## config.mk

```make
export PLATFORM = sky130hd
export DESIGN_NAME = elevator_request_scheduler
export DESIGN_NICKNAME = d
export VERILOG_FILES = /design/src/rtl/elev_defs_pkg.sv /design/src/rtl/elev_door_timer.sv /design/src/rtl/elevator_request_scheduler.sv
export SDC_FILE = /design/constraint.sdc
export NUM_CORES = 1
export LEC_CHECK = 0
export BUFFER_PORTS_ARGS = -buffer_cell sky130_fd_sc_hd__clkbuf_2
export CAP_MARGIN = 10
export CORE_MARGIN = 3
export CORE_UTILIZATION = 30
export CTS_CLUSTER_SIZE = 8
export DETAILED_ROUTE_END_ITERATION = 8
export PLACE_DENSITY = 0.45
export SYNTH_ARGS = -nofsm -noshare
export SYNTH_HDL_FRONTEND = slang
export SYNTH_HIERARCHICAL = 1
export SYNTH_SLANG_ARGS = --single-unit
```

## constraint.sdc

```tcl
create_clock -name clk -period 2.94 [get_ports clk]
set_input_delay 0.588 -clock clk [delete_from_list [all_inputs] [get_ports clk]]
set_output_delay 0.588 -clock clk [all_outputs]
set_load 0.01 [all_outputs]
```

## src/rtl/elev_defs_pkg.sv

```systemverilog
// Shared definitions for the elevator request scheduler.
// Holds the floor index width, the FSM state encoding, the direction
// encoding and two small helpers that scan the pending-request bitmap.
package elev_defs;

  localparam int FLOOR_W    = 2;
  localparam int NUM_FLOORS = 1 << FLOOR_W;

  typedef enum logic [1:0] {
    ST_IDLE = 2'd0,
    ST_MOVE = 2'd1,
    ST_DOOR = 2'd2
  } state_t;

  localparam logic DIR_UP   = 1'b1;
  localparam logic DIR_DOWN = 1'b0;

  // True when any pending floor lies strictly beyond 'floor' in direction 'dir'.
  function automatic logic any_ahead(input logic [NUM_FLOORS-1:0] pend,
                                     input logic [FLOOR_W-1:0]    floor,
                                     input logic                  dir);
    logic hit;
    hit = 1'b0;
    for (int i = 0; i < NUM_FLOORS; i++) begin
      if (pend[i] && (((dir == DIR_UP) && (i > int'(floor))) ||
                      ((dir == DIR_DOWN) && (i < int'(floor))))) begin
        hit = 1'b1;
      end
    end
    return hit;
  endfunction

  // Nearest pending floor at or beyond 'floor' in direction 'dir';
  // returns 'floor' itself when nothing is pending that way.
  function automatic logic [FLOOR_W-1:0] nearest(input logic [NUM_FLOORS-1:0] pend,
                                                 input logic [FLOOR_W-1:0]    floor,
                                                 input logic                  dir);
    logic [FLOOR_W-1:0] res;
    res = floor;
    if (dir == DIR_UP) begin
      // Scan top-down so the last hit is the smallest floor >= current.
      for (int i = NUM_FLOORS - 1; i >= 0; i--) begin
        if (pend[i] && (i >= int'(floor))) res = FLOOR_W'(i);
      end
    end else begin
      // Scan bottom-up so the last hit is the largest floor <= current.
      for (int i = 0; i < NUM_FLOORS; i++) begin
        if (pend[i] && (i <= int'(floor))) res = FLOOR_W'(i);
      end
    end
    return res;
  endfunction

endpackage

```

## src/rtl/elev_door_timer.sv

```systemverilog
// Door hold timer.
// A load pulse (re)starts a down-counter at DOOR_CYCLES; door_open is high
// while the counter is non-zero, and expire flags the last open cycle
// (count == 1) so the scheduler can leave DOOR on the same edge the door shuts.
// Ports:
//   clk, reset  : clock, synchronous active-high reset
//   load        : start or restart the hold period
//   door_open   : registered door command
//   expire      : high during the final open cycle
module elev_door_timer #(
  parameter int DOOR_CYCLES = 16
) (
  input  logic clk,
  input  logic reset,
  input  logic load,
  output logic door_open,
  output logic expire
);

  localparam int CNT_W = $clog2(DOOR_CYCLES + 1);

  logic [CNT_W-1:0] cnt_q, cnt_d;
  logic             door_open_q, door_open_d;

  always_comb begin
    cnt_d = cnt_q;
    if (load) begin
      cnt_d = CNT_W'(DOOR_CYCLES);
    end else if (cnt_q != '0) begin
      cnt_d = cnt_q - CNT_W'(1);
    end
    door_open_d = (cnt_d != '0);
  end

  always_ff @(posedge clk) begin
    if (reset) begin
      cnt_q       <= '0;
      door_open_q <= 1'b0;
    end else begin
      cnt_q       <= cnt_d;
      door_open_q <= door_open_d;
    end
  end

  assign door_open = door_open_q;
  assign expire    = (cnt_q == CNT_W'(1));

endmodule

```

## src/rtl/elevator_request_scheduler.sv

```systemverilog
// SCAN-policy sequencing controller for a 4-floor elevator car.
// Latches floor requests into a pending bitmap, keeps travelling in the
// current direction while requests remain ahead, opens the door for
// DOOR_CYCLES at each serviced floor, and tracks the floor from move_done.
// Optional build macro: ELEV_DOOR_REOPEN_EN -- a request for the current
// floor while the door is open restarts the door hold period.
// Ports:
//   clk, reset     : clock, synchronous active-high reset
//   req_valid/req_floor : request strobe and floor
//   move_done      : car has travelled one floor in the commanded direction
//   motor_up/motor_down, door_open : registered actuator commands
//   actual_floor, down_up_Flag, target_floor, pending, busy : status
//   dbg_state      : current FSM state (ST_IDLE/ST_MOVE/ST_DOOR encoding)
// Handshake: req_valid is a plain strobe with no ready; every asserted cycle
// is one request, consumed at the next rising edge.
module elevator_request_scheduler
  import elev_defs::*;
#(
  parameter int DOOR_CYCLES = 16,
  parameter int INIT_FLOOR  = 0
) (
  input  logic                  clk,
  input  logic                  reset,
  input  logic                  req_valid,
  input  logic [FLOOR_W-1:0]    req_floor,
  input  logic                  move_done,
  output logic                  motor_up,
  output logic                  motor_down,
  output logic                  door_open,
  output logic [FLOOR_W-1:0]    actual_floor,
  output logic                  down_up_Flag,
  output logic [FLOOR_W-1:0]    target_floor,
  output logic [NUM_FLOORS-1:0] pending,
  output logic                  busy,
  output logic [1:0]            dbg_state
);

  state_t                  state_q, state_d;
  logic [FLOOR_W-1:0]      actual_floor_q, actual_floor_d;
  logic                    dir_q, dir_d;
  logic [NUM_FLOORS-1:0]   pending_q, pending_d;
  logic [FLOOR_W-1:0]      target_floor_q, target_floor_d;
  logic                    motor_up_q, motor_up_d;
  logic                    motor_down_q, motor_down_d;
  logic                    busy_q, busy_d;

  logic [NUM_FLOORS-1:0]   req_vec, set_vec, clr_vec, pend_arrive;
  logic                    door_same, door_reload, door_load, door_expire;

  elev_door_timer #(.DOOR_CYCLES(DOOR_CYCLES)) u_door_timer (
    .clk       (clk),
    .reset     (reset),
    .load      (door_load),
    .door_open (door_open),
    .expire    (door_expire)
  );

  always_comb begin
    req_vec = '0;
    if (req_valid) req_vec[req_floor] = 1'b1;

    // A request for the floor whose door is already open is never latched.
    door_same = (state_q == ST_DOOR) && req_valid && (req_floor == actual_floor_q);
`ifdef ELEV_DOOR_REOPEN_EN
    door_reload = door_same;
`else
    door_reload = 1'b0;
`endif
    set_vec = door_same ? '0 : req_vec;
    // Arrival decisions also see this cycle's request, so a request that
    // lands together with move_done still stops the car.
    pend_arrive = pending_q | set_vec;

    state_d        = state_q;
    actual_floor_d = actual_floor_q;
    dir_d          = dir_q;
    clr_vec        = '0;
    door_load      = door_reload;

    case (state_q)
      ST_IDLE: begin
        if (pending_q[actual_floor_q]) begin
          state_d                 = ST_DOOR;
          clr_vec[actual_floor_q] = 1'b1;
          door_load               = 1'b1;
        end else if (any_ahead(pending_q, actual_floor_q, dir_q)) begin
          state_d = ST_MOVE;
        end else if (any_ahead(pending_q, actual_floor_q, ~dir_q)) begin
          dir_d   = ~dir_q;
          state_d = ST_MOVE;
        end
      end
      ST_MOVE: begin
        if (move_done) begin
          if (((dir_q == DIR_UP) && (actual_floor_q == FLOOR_W'(NUM_FLOORS - 1))) ||
              ((dir_q == DIR_DOWN) && (actual_floor_q == '0))) begin
            // Travel past either end is impossible; hold position and stop.
            state_d = ST_IDLE;
          end else begin
            actual_floor_d = (dir_q == DIR_UP) ? actual_floor_q + FLOOR_W'(1)
                                               : actual_floor_q - FLOOR_W'(1);
            if (pend_arrive[actual_floor_d]) begin
              state_d                 = ST_DOOR;
              clr_vec[actual_floor_d] = 1'b1;
              door_load               = 1'b1;
            end else if (any_ahead(pend_arrive, actual_floor_d, dir_q)) begin
              state_d = ST_MOVE;
            end else if (any_ahead(pend_arrive, actual_floor_d, ~dir_q)) begin
              dir_d = ~dir_q;
            end else begin
              state_d = ST_IDLE;
            end
          end
        end
      end
      ST_DOOR: begin
        if (door_expire && !door_reload) state_d = ST_IDLE;
      end
      default: state_d = ST_IDLE;
    endcase

    // Clears only occur when a door opens at that floor, so clear-over-set
    // here is exactly the required conflict rule.
    pending_d      = (pending_q | set_vec) & ~clr_vec;
    target_floor_d = nearest(pending_q, actual_floor_q, dir_q);
    motor_up_d     = (state_d == ST_MOVE) && (dir_d == DIR_UP);
    motor_down_d   = (state_d == ST_MOVE) && (dir_d == DIR_DOWN);
    busy_d         = (state_d != ST_IDLE);
  end

  always_ff @(posedge clk) begin
    if (reset) begin
      state_q        <= ST_IDLE;
      actual_floor_q <= FLOOR_W'(INIT_FLOOR);
      dir_q          <= DIR_UP;
      pending_q      <= '0;
      target_floor_q <= FLOOR_W'(INIT_FLOOR);
      motor_up_q     <= 1'b0;
      motor_down_q   <= 1'b0;
      busy_q         <= 1'b0;
    end else begin
      state_q        <= state_d;
      actual_floor_q <= actual_floor_d;
      dir_q          <= dir_d;
      pending_q      <= pending_d;
      target_floor_q <= target_floor_d;
      motor_up_q     <= motor_up_d;
      motor_down_q   <= motor_down_d;
      busy_q         <= busy_d;
    end
  end

  assign motor_up     = motor_up_q;
  assign motor_down   = motor_down_q;
  assign actual_floor = actual_floor_q;
  assign down_up_Flag = dir_q;
  assign target_floor = target_floor_q;
  assign pending      = pending_q;
  assign busy         = busy_q;
  assign dbg_state    = state_q;

endmodule

```

=== Word level (Yosys, flattened, before mapping) ===
Cells that the tools add are included.

* Latch bits: 0
* Memories: 0
* Bits in read-only memories: 0
* Memory bits (writable): 0
* Logic and storage cells: 202
* Bits in registers: 20
* Input port bits: 6

* Shift operators: 0
* Bitwise logic cells: 6
* Magnitude comparators: 24
* Multiply operators: 0
* Div/mod/pow operators: 0
* Reductions and logical operators: 70
* Eq/ne operators: 6
* $add $sub $neg: 3
* Mux-type cells: 83

{| class="wikitable"
|+ Operators by type and width
! operator !! count
|-
| 1-bit logical AND || 55
|-
| 1-bit two-way mux || 47
|-
| 2-bit two-way mux || 19
|-
| 4-bit two-way mux || 6
|-
| 5-bit two-way mux || 2
|-
| 5-bit nonzero test || 2
|-
| 1-bit logical OR || 9
|-
| 2-bit by 3-bit less-than comparator with 1-bit output (second input constant) || 3
|-
| 2-bit greater-than comparator (first input constant) || 4
|-
| 1-bit by 2-bit less-than comparator with 1-bit output (first input constant) || 4
|-
| 4-bit one-hot mux with 2 select lines || 1
|-
| 1-bit demux with 2-bit select || 3
|-
| 2-bit by 1-bit greater-or-equal comparator with 1-bit output (second input constant) || 3
|-
| 2-bit one-hot mux with 3 select lines || 1
|-
| 5-bit by 1-bit == test with 1-bit output (second input constant) || 1
|-
| 5-bit by 1-bit subtractor with 5-bit output (second input constant) || 1
|-
| 4-bit bitwise AND || 1
|-
| 1-bit binary-select mux with 2-bit select || 2
|-
| 2-bit by 1-bit == test with 1-bit output (second input constant) || 2
|-
| 2-bit == test (second input constant) || 2
|-
| 1-bit by 2-bit greater-or-equal comparator with 1-bit output (first input constant) || 2
|-
| 1-bit by 2-bit greater-than comparator with 1-bit output (first input constant) || 2
|-
| 2-bit <= comparator (first input constant) || 2
|-
| 2-bit zero test || 2
|-
| 12 further kinds || 16
|}

=== Logic depth before layout (Yosys ltp) ===
* Depth after elaboration: 29
* Gate-level depth with buffers: 11
* Gate-level depth less buffers: 9

=== Modules after synthesis ===
Netlist, hierarchy kept.

{| class="wikitable"
|+ Modules (own cells, without submodules)
! module !! sequential area each (um^2) !! area an instance (um^2) !! instances !! cells an instance
|-
| elevator_request_scheduler || 280.3 || 1239.9 || 1 || 147
|-
| elev_door_timer || 120.1 || 319.1 || 1 || 34
|}

=== Worst setup path after synthesis ===
No wires, ideal clock.

* Path kind: register to register
* Start: register actual_floor_q[0], in the netlist actual_floor[0]
* End: register motor_down_q, in the netlist motor_down
* Arrival time: 2.598 ns
* Cell stages (with the launch flop): 12
* Path slack: 0.230 ns
* Data required time: 2.827 ns
* Setup time: 0.113 ns
* Buffers on the path: 2
* Path through: dfxtp_1 -> buf_6 -> inv_2 -> ha_1 -> clkbuf_2 -> xnor2_2 -> a221oi_2 -> a21o_1 -> or3_1 -> or3b_1 -> and4b_4 -> and2_4

* Cells in the longest elaborated chain, start to end: 22
* Elaborated cells between the ends (all ways): 127
* Those cells by class: 2 x add/sub; 12 x order compare; 3 x eq/ne; 54 x mux; 2 x bitwise; 54 x reduce/logical

{| class="wikitable"
|+ RTL lines
! what !! line !! text
|-
| start, declared || elevator_request_scheduler.sv:39 || <nowiki>logic [FLOOR_W-1:0] actual_floor_q, actual_floor_d;</nowiki>
|-
| start signal, assigned || elevator_request_scheduler.sv:134 || <nowiki>actual_floor_q <= FLOOR_W'(INIT_FLOOR);</nowiki>
|-
| start signal, assigned || elevator_request_scheduler.sv:143 || <nowiki>actual_floor_q <= actual_floor_d;</nowiki>
|-
| 2-bit by 1-bit subtractor with 2-bit output, or another cell as far along || elevator_request_scheduler.sv:101 || <nowiki>: actual_floor_q - FLOOR_W'(1);</nowiki>
|-
| 2-bit two-way mux / 1-bit logical AND (equally long branches) || elevator_request_scheduler.sv:100, elevator_request_scheduler.sv:63 ||
|-
| 1-bit by 2-bit less-than comparator with 1-bit output, or another cell as far along || elev_defs_pkg.sv:26 || <nowiki>((dir == DIR_DOWN) && (i < int'(floor))))) begin</nowiki>
|-
| 1-bit logical AND, or another cell as far along || elev_defs_pkg.sv:26 ||
|-
| 1-bit logical AND / 1-bit logical OR (equally long branches) || elev_defs_pkg.sv:25 || <nowiki>if (pend[i] && (((dir == DIR_UP) && (i > int'(floor))) ||</nowiki>
|-
| 1-bit two-way mux / 1-bit logical AND (equally long branches) || elev_defs_pkg.sv:25 ||
|-
| 1-bit two-way mux (3 in series) || elev_defs_pkg.sv:25 ||
|-
| 1-bit two-way mux || elevator_request_scheduler.sv:106 || <nowiki>end else if (any_ahead(pend_arrive, actual_floor_d, dir_q)) begin</nowiki>
|-
| [4 not listed] || n/a ||
|-
| 2-bit two-way mux / 1-bit two-way mux (equally long branches) || elevator_request_scheduler.sv:108 || <nowiki>end else if (any_ahead(pend_arrive, actual_floor_d, ~dir_q)) begin</nowiki>
|-
| 2-bit two-way mux / 1-bit two-way mux (equally long branches) || elevator_request_scheduler.sv:106 ||
|-
| 2-bit two-way mux / 1-bit two-way mux (equally long branches) || elevator_request_scheduler.sv:102 || <nowiki>if (pend_arrive[actual_floor_d]) begin</nowiki>
|-
| 2-bit two-way mux / 1-bit two-way mux (equally long branches) || elevator_request_scheduler.sv:95 || <nowiki>if (((dir_q == DIR_UP) && (actual_floor_q == FLOOR_W'(NUM_FLOORS - 1))) ||</nowiki>
|-
| 2-bit two-way mux / 1-bit two-way mux (equally long branches) || elevator_request_scheduler.sv:94 || <nowiki>if (move_done) begin</nowiki>
|-
| 2-bit one-hot mux with 3 select lines / 1-bit one-hot mux with 2 select lines (equally long branches) || elevator_request_scheduler.sv:80 || <nowiki>case (state_q)</nowiki>
|-
| 2-bit by 1-bit == test with 1-bit output / 1-bit NOT (equally long branches) || elevator_request_scheduler.sv:127 || <nowiki>motor_down_d = (state_d == ST_MOVE) && (dir_d == DIR_DOWN);</nowiki>
|-
| 1-bit logical AND * || elevator_request_scheduler.sv:127 ||
|-
| end signal, assigned || elevator_request_scheduler.sv:148 || <nowiki>motor_down_q <= motor_down_d;</nowiki>
|-
| end, declared || elevator_request_scheduler.sv:44 || <nowiki>logic motor_down_q, motor_down_d;</nowiki>
|}

Mark *: on every way between the ends. The rest lies on a longest branch, timed or not. The select of a mux whose other input is x is not followed.
A chain may end at the register's enable or synchronous reset.

=== Worst setup path after layout ===
* Start: register actual_floor_q[1], in the netlist actual_floor[1]
* End: register motor_down_q, in the netlist motor_down

Same word-level chain as after synthesis.

==> impl_results.md <==
* IO Count at 21
* Reg-to-Reg End: motor_down$_SDFF_PP0_
* R2R Path Start: actual_floor[1]$_SDFFE_PP0P_
* Area fraction in compound gates after synthesis at 0.2777
* Max-slew violations at 0
* Die X at 78.09 um
* Dpl ws at between 0.3 and 0.4 ns
* Clock sink count at 20
* Synth Area in Adders at 0.07223
* Initial drt markers at ~100
* Fin worst setup slack at about 0.40 ns
* Switch Pwr at 0.0004546 W
* Post-DR vias/cell at 5.446
* Post-synthesis mux area share at 0.03371
* Max cap viols at 0
* Placed Area at around 1800 sq um
* Syn_area_per_cell at 8.613 sq um
* Starting Density at 0.3195
* Kind of critical path: register to register
* I/O Buffers at 20
* Final hold vios at 0
* Flops & latches, synth at 20
* CP endpoint: motor_down$_SDFF_PP0_
* Reg2reg path depth at 8
* Area Growth Syn to Fin at 17.34%
* Critical path data arrival time at around 2.7 ns
* Nets at 220
* CP Launch Type: register
* Multi-input logic area at between 1000 and 1500 sq um
* P_int at roughly 0.00077 W
* Sequential-to-total area share from yosys stat at 0.2568
* Clock Power Share at 0.228
* Main flop type after synthesis: dfxtp_1
* Clock skew at between 0.007 and 0.008 ns
* Critical Path End Type: register
* First-pass GRT wire length at ~7.1 mm
* Post-DP HPWL at around 3.2 mm
* RSZ-0062 raised after global routing: no
* Layout cells sized above 1 at 0.2304
* Syn_nets at roughly 200
* Clk Tree Root Cell: clkbuf_8
* Die area at between 6000 and 7000 sq um
* Largest net degree at the start of global routing at 17
* Reg area at 400.4 sq um
* Post-Syn Area at around 1600 sq um
* Final wirelength at around 4.3 mm
* Cts hold-fix bufs at 0
* Synth unique cells at between 60 and 70
* Post-synth EDFFs at 0
* Rel. slew slack at 0.5464
* CTS tree: yes
* PwrDens at 669.8 nW/um^2
* Power share of the combinational group at 0.443
* R2R setup slack at about 0.4 ns
* Max FO, Critical Path at 14
* Least-Margin Pin Slew at between 0.6 and 0.7 ns
* Most frequent cells in the layout: dfxtp_1 (20), clkbuf_2 (20), nor2_1 (17)
* DRT Pass-1 Iters at 4
* Sequential share of power at 0.329
* Crit path from: actual_floor[1]$_SDFFE_PP0P_
* Post-route antenna net violation count at 0
* Grt ovf at 0
* LEAKAGE at 0.7601 nW
* Fmax at slightly below 400 MHz
* Total of warnings raised by yosys at 6
* Via count at roughly 1500
* Finished Cell Area at 1829 sq um
* Fillers at roughly 540
* Xor/xnor share of the synthesized area at 0.04414
* Clock slew at reported path FFs at roughly 0.080 ns
* Post_cts resized at 0
* Total CTS buffers at 3
* Sw frac at 0.3710
* Hold Crit Class: register to register
* Post CTS Setup Buffer Count at 0
* Setup violators final at 0
* Post-Synthesis Cells at ~180
* Status: completed
* Largest family of logic cells by synthesized area: compound AO/OA/AOI/OAI gates
* WL/cell at approximately 16 um
* Asr flop ratio synth at 0
* Initial antenna violation count at 0
* Htree depth at 1
* Final core occ at 0.3749
* Worst EP required at ~3.1 ns
* Worst-Skew Late Latency at about 0.26 ns
* Setup total negative slack at 0 ns
* FP Rows at 25
* Number of global-route vias before repair at 1494
* N_diodes at 0
* Synth Area in Simple Gates at 0.2528
* CTS Buffer Depth at 2
* Final Cycle Share at 0.8638
* VDD IR-drop max at 0.2363 mV
* DRC viols at 0
* Fin crit period at approximately 2.5 ns
* RePlAce Congestion at between 0.8 and 0.9
* Core Region at between 4000 and 5000 sq um
* GR Util All Layers at 0.1477
* Die height at 78.09 um
synthesized netlist by cell type, types with 3 or more instances:
library cell | instances | area (sq um)
nor2b_1 | 7 | 43.79
a211oi_1 | 4 | 30.03
nand2_1 | 6 | 22.52
nor3_1 | 5 | 25.02
inv_1 | 9 | 33.78
xnor2_1 | 5 | 43.79
clkbuf_2 | 3 | 15.01
o21bai_1 | 4 | 30.03
dfxtp_1 | 20 | 400.4
or4b_1 | 3 | 30.03
o21ai_0 | 9 | 45.04
mux2i_1 | 3 | 30.03
or3_1 | 3 | 18.77
a221oi_1 | 4 | 35.03
a2111oi_0 | 3 | 26.28
buf_2 | 3 | 15.01
a211o_1 | 3 | 26.28
nor2_1 | 17 | 63.81
a21oi_1 | 9 | 45.04
clkbuf_1 | 3 | 11.26
ha_1 | 9 | 112.6
area by class of cell:
cell class | count | area share
Multi-Input combinational cell | 140 | 0.5800
Sequential cell | 20 | 0.2189
Timing Repair Buffer | 30 | 0.09576
Tap cell | 67 | 0.04583
Clock buffer | 3 | 0.02257
Inverter | 10 | 0.02052
Clock inverter | 1 | 0.01642
critical path, cell delays in order (launching register included):
cell,delay [ns]
dfxtp_1,0.31
buf_4,0.19
nor3b_2,0.41
a2bb2oi_1,0.31
nor2_1,0.08
a2111o_1,0.45
or3b_1,0.37
and4b_4,0.20
and2_4,0.13
worst min-delay path by stage:
stage | start | depth (start not counted) | slack [ns] | endpoint
after detailed placement | u_door_timer/cnt_q[1]$_SDFF_PP0_ | 2 | 0.53 | u_door_timer/cnt_q[1]$_SDFF_PP0_
after CTS | u_door_timer/cnt_q[1]$_SDFF_PP0_ | 2 | 0.55 | u_door_timer/cnt_q[1]$_SDFF_PP0_
after floorplan | u_door_timer/cnt_q[1]$_SDFF_PP0_ | 2 | 0.50 | u_door_timer/cnt_q[1]$_SDFF_PP0_
after global placement | u_door_timer/cnt_q[1]$_SDFF_PP0_ | 2 | 0.53 | u_door_timer/cnt_q[1]$_SDFF_PP0_
after global routing | u_door_timer/cnt_q[1]$_SDFF_PP0_ | 2 | 0.58 | u_door_timer/cnt_q[1]$_SDFF_PP0_
final | u_door_timer/cnt_q[1]$_SDFF_PP0_ | 2 | 0.55 | u_door_timer/cnt_q[1]$_SDFF_PP0_
power groups by stage:
stage	logic (W)	clock network, W	registers [W]
finish	0.000542	0.000280	0.000403
global route	0.000608	0.000302	0.000413
CTS	0.000541	0.000290	0.000402
floorplan	0.000402	0	0.000406
global placement	0.000535	0	0.000408
detailed placement	0.000537	0	0.000409
stage by stage:
stage / hold WS [ns] / total power (W) / std cells
4_1_cts: 0.5461 / 0.001234 / 271
3_3_place_gp: 0.5272 / 0.0009433 / 267
6_report: 0.5464 / 0.001225 / 271
2_1_floorplan: 0.4956 / 0.0008078 / 181
3_5_place_dp: 0.5336 / 0.0009463 / 267
5_1_grt: 0.5817 / 0.001323 / 271
cell families after synthesis:
logic type / count (synthesis)
AOI/OAI and AO/OA: 57
xor gates and xnor gates: 7
adders and majority gates: 9
buffers and inverters: 21
DFF: 20
muxes: 4
and+or+nand+nor: 63
metal layers:
metal,share of wire,global-route usage,up-vias
met5,0,0,-
li1,-,-,727
met4,0.0087,0.05594,0
met1,0.48,0.1920,719
met2,0.48,0.2474,26
met3,0.030,0.02064,4
state kept, by name, summed over array words and instances, names as in the netlist:
name                    flops
motor_down                  1
motor_up                    1
u_door_timer/cnt_q          5
busy                        1
pending                     4
dbg_state                   2
actual_floor                2
down_up_Flag                1
target_floor                2
u_door_timer/door_open      1
No activity file was read; power rests on OpenSTA's default activity.
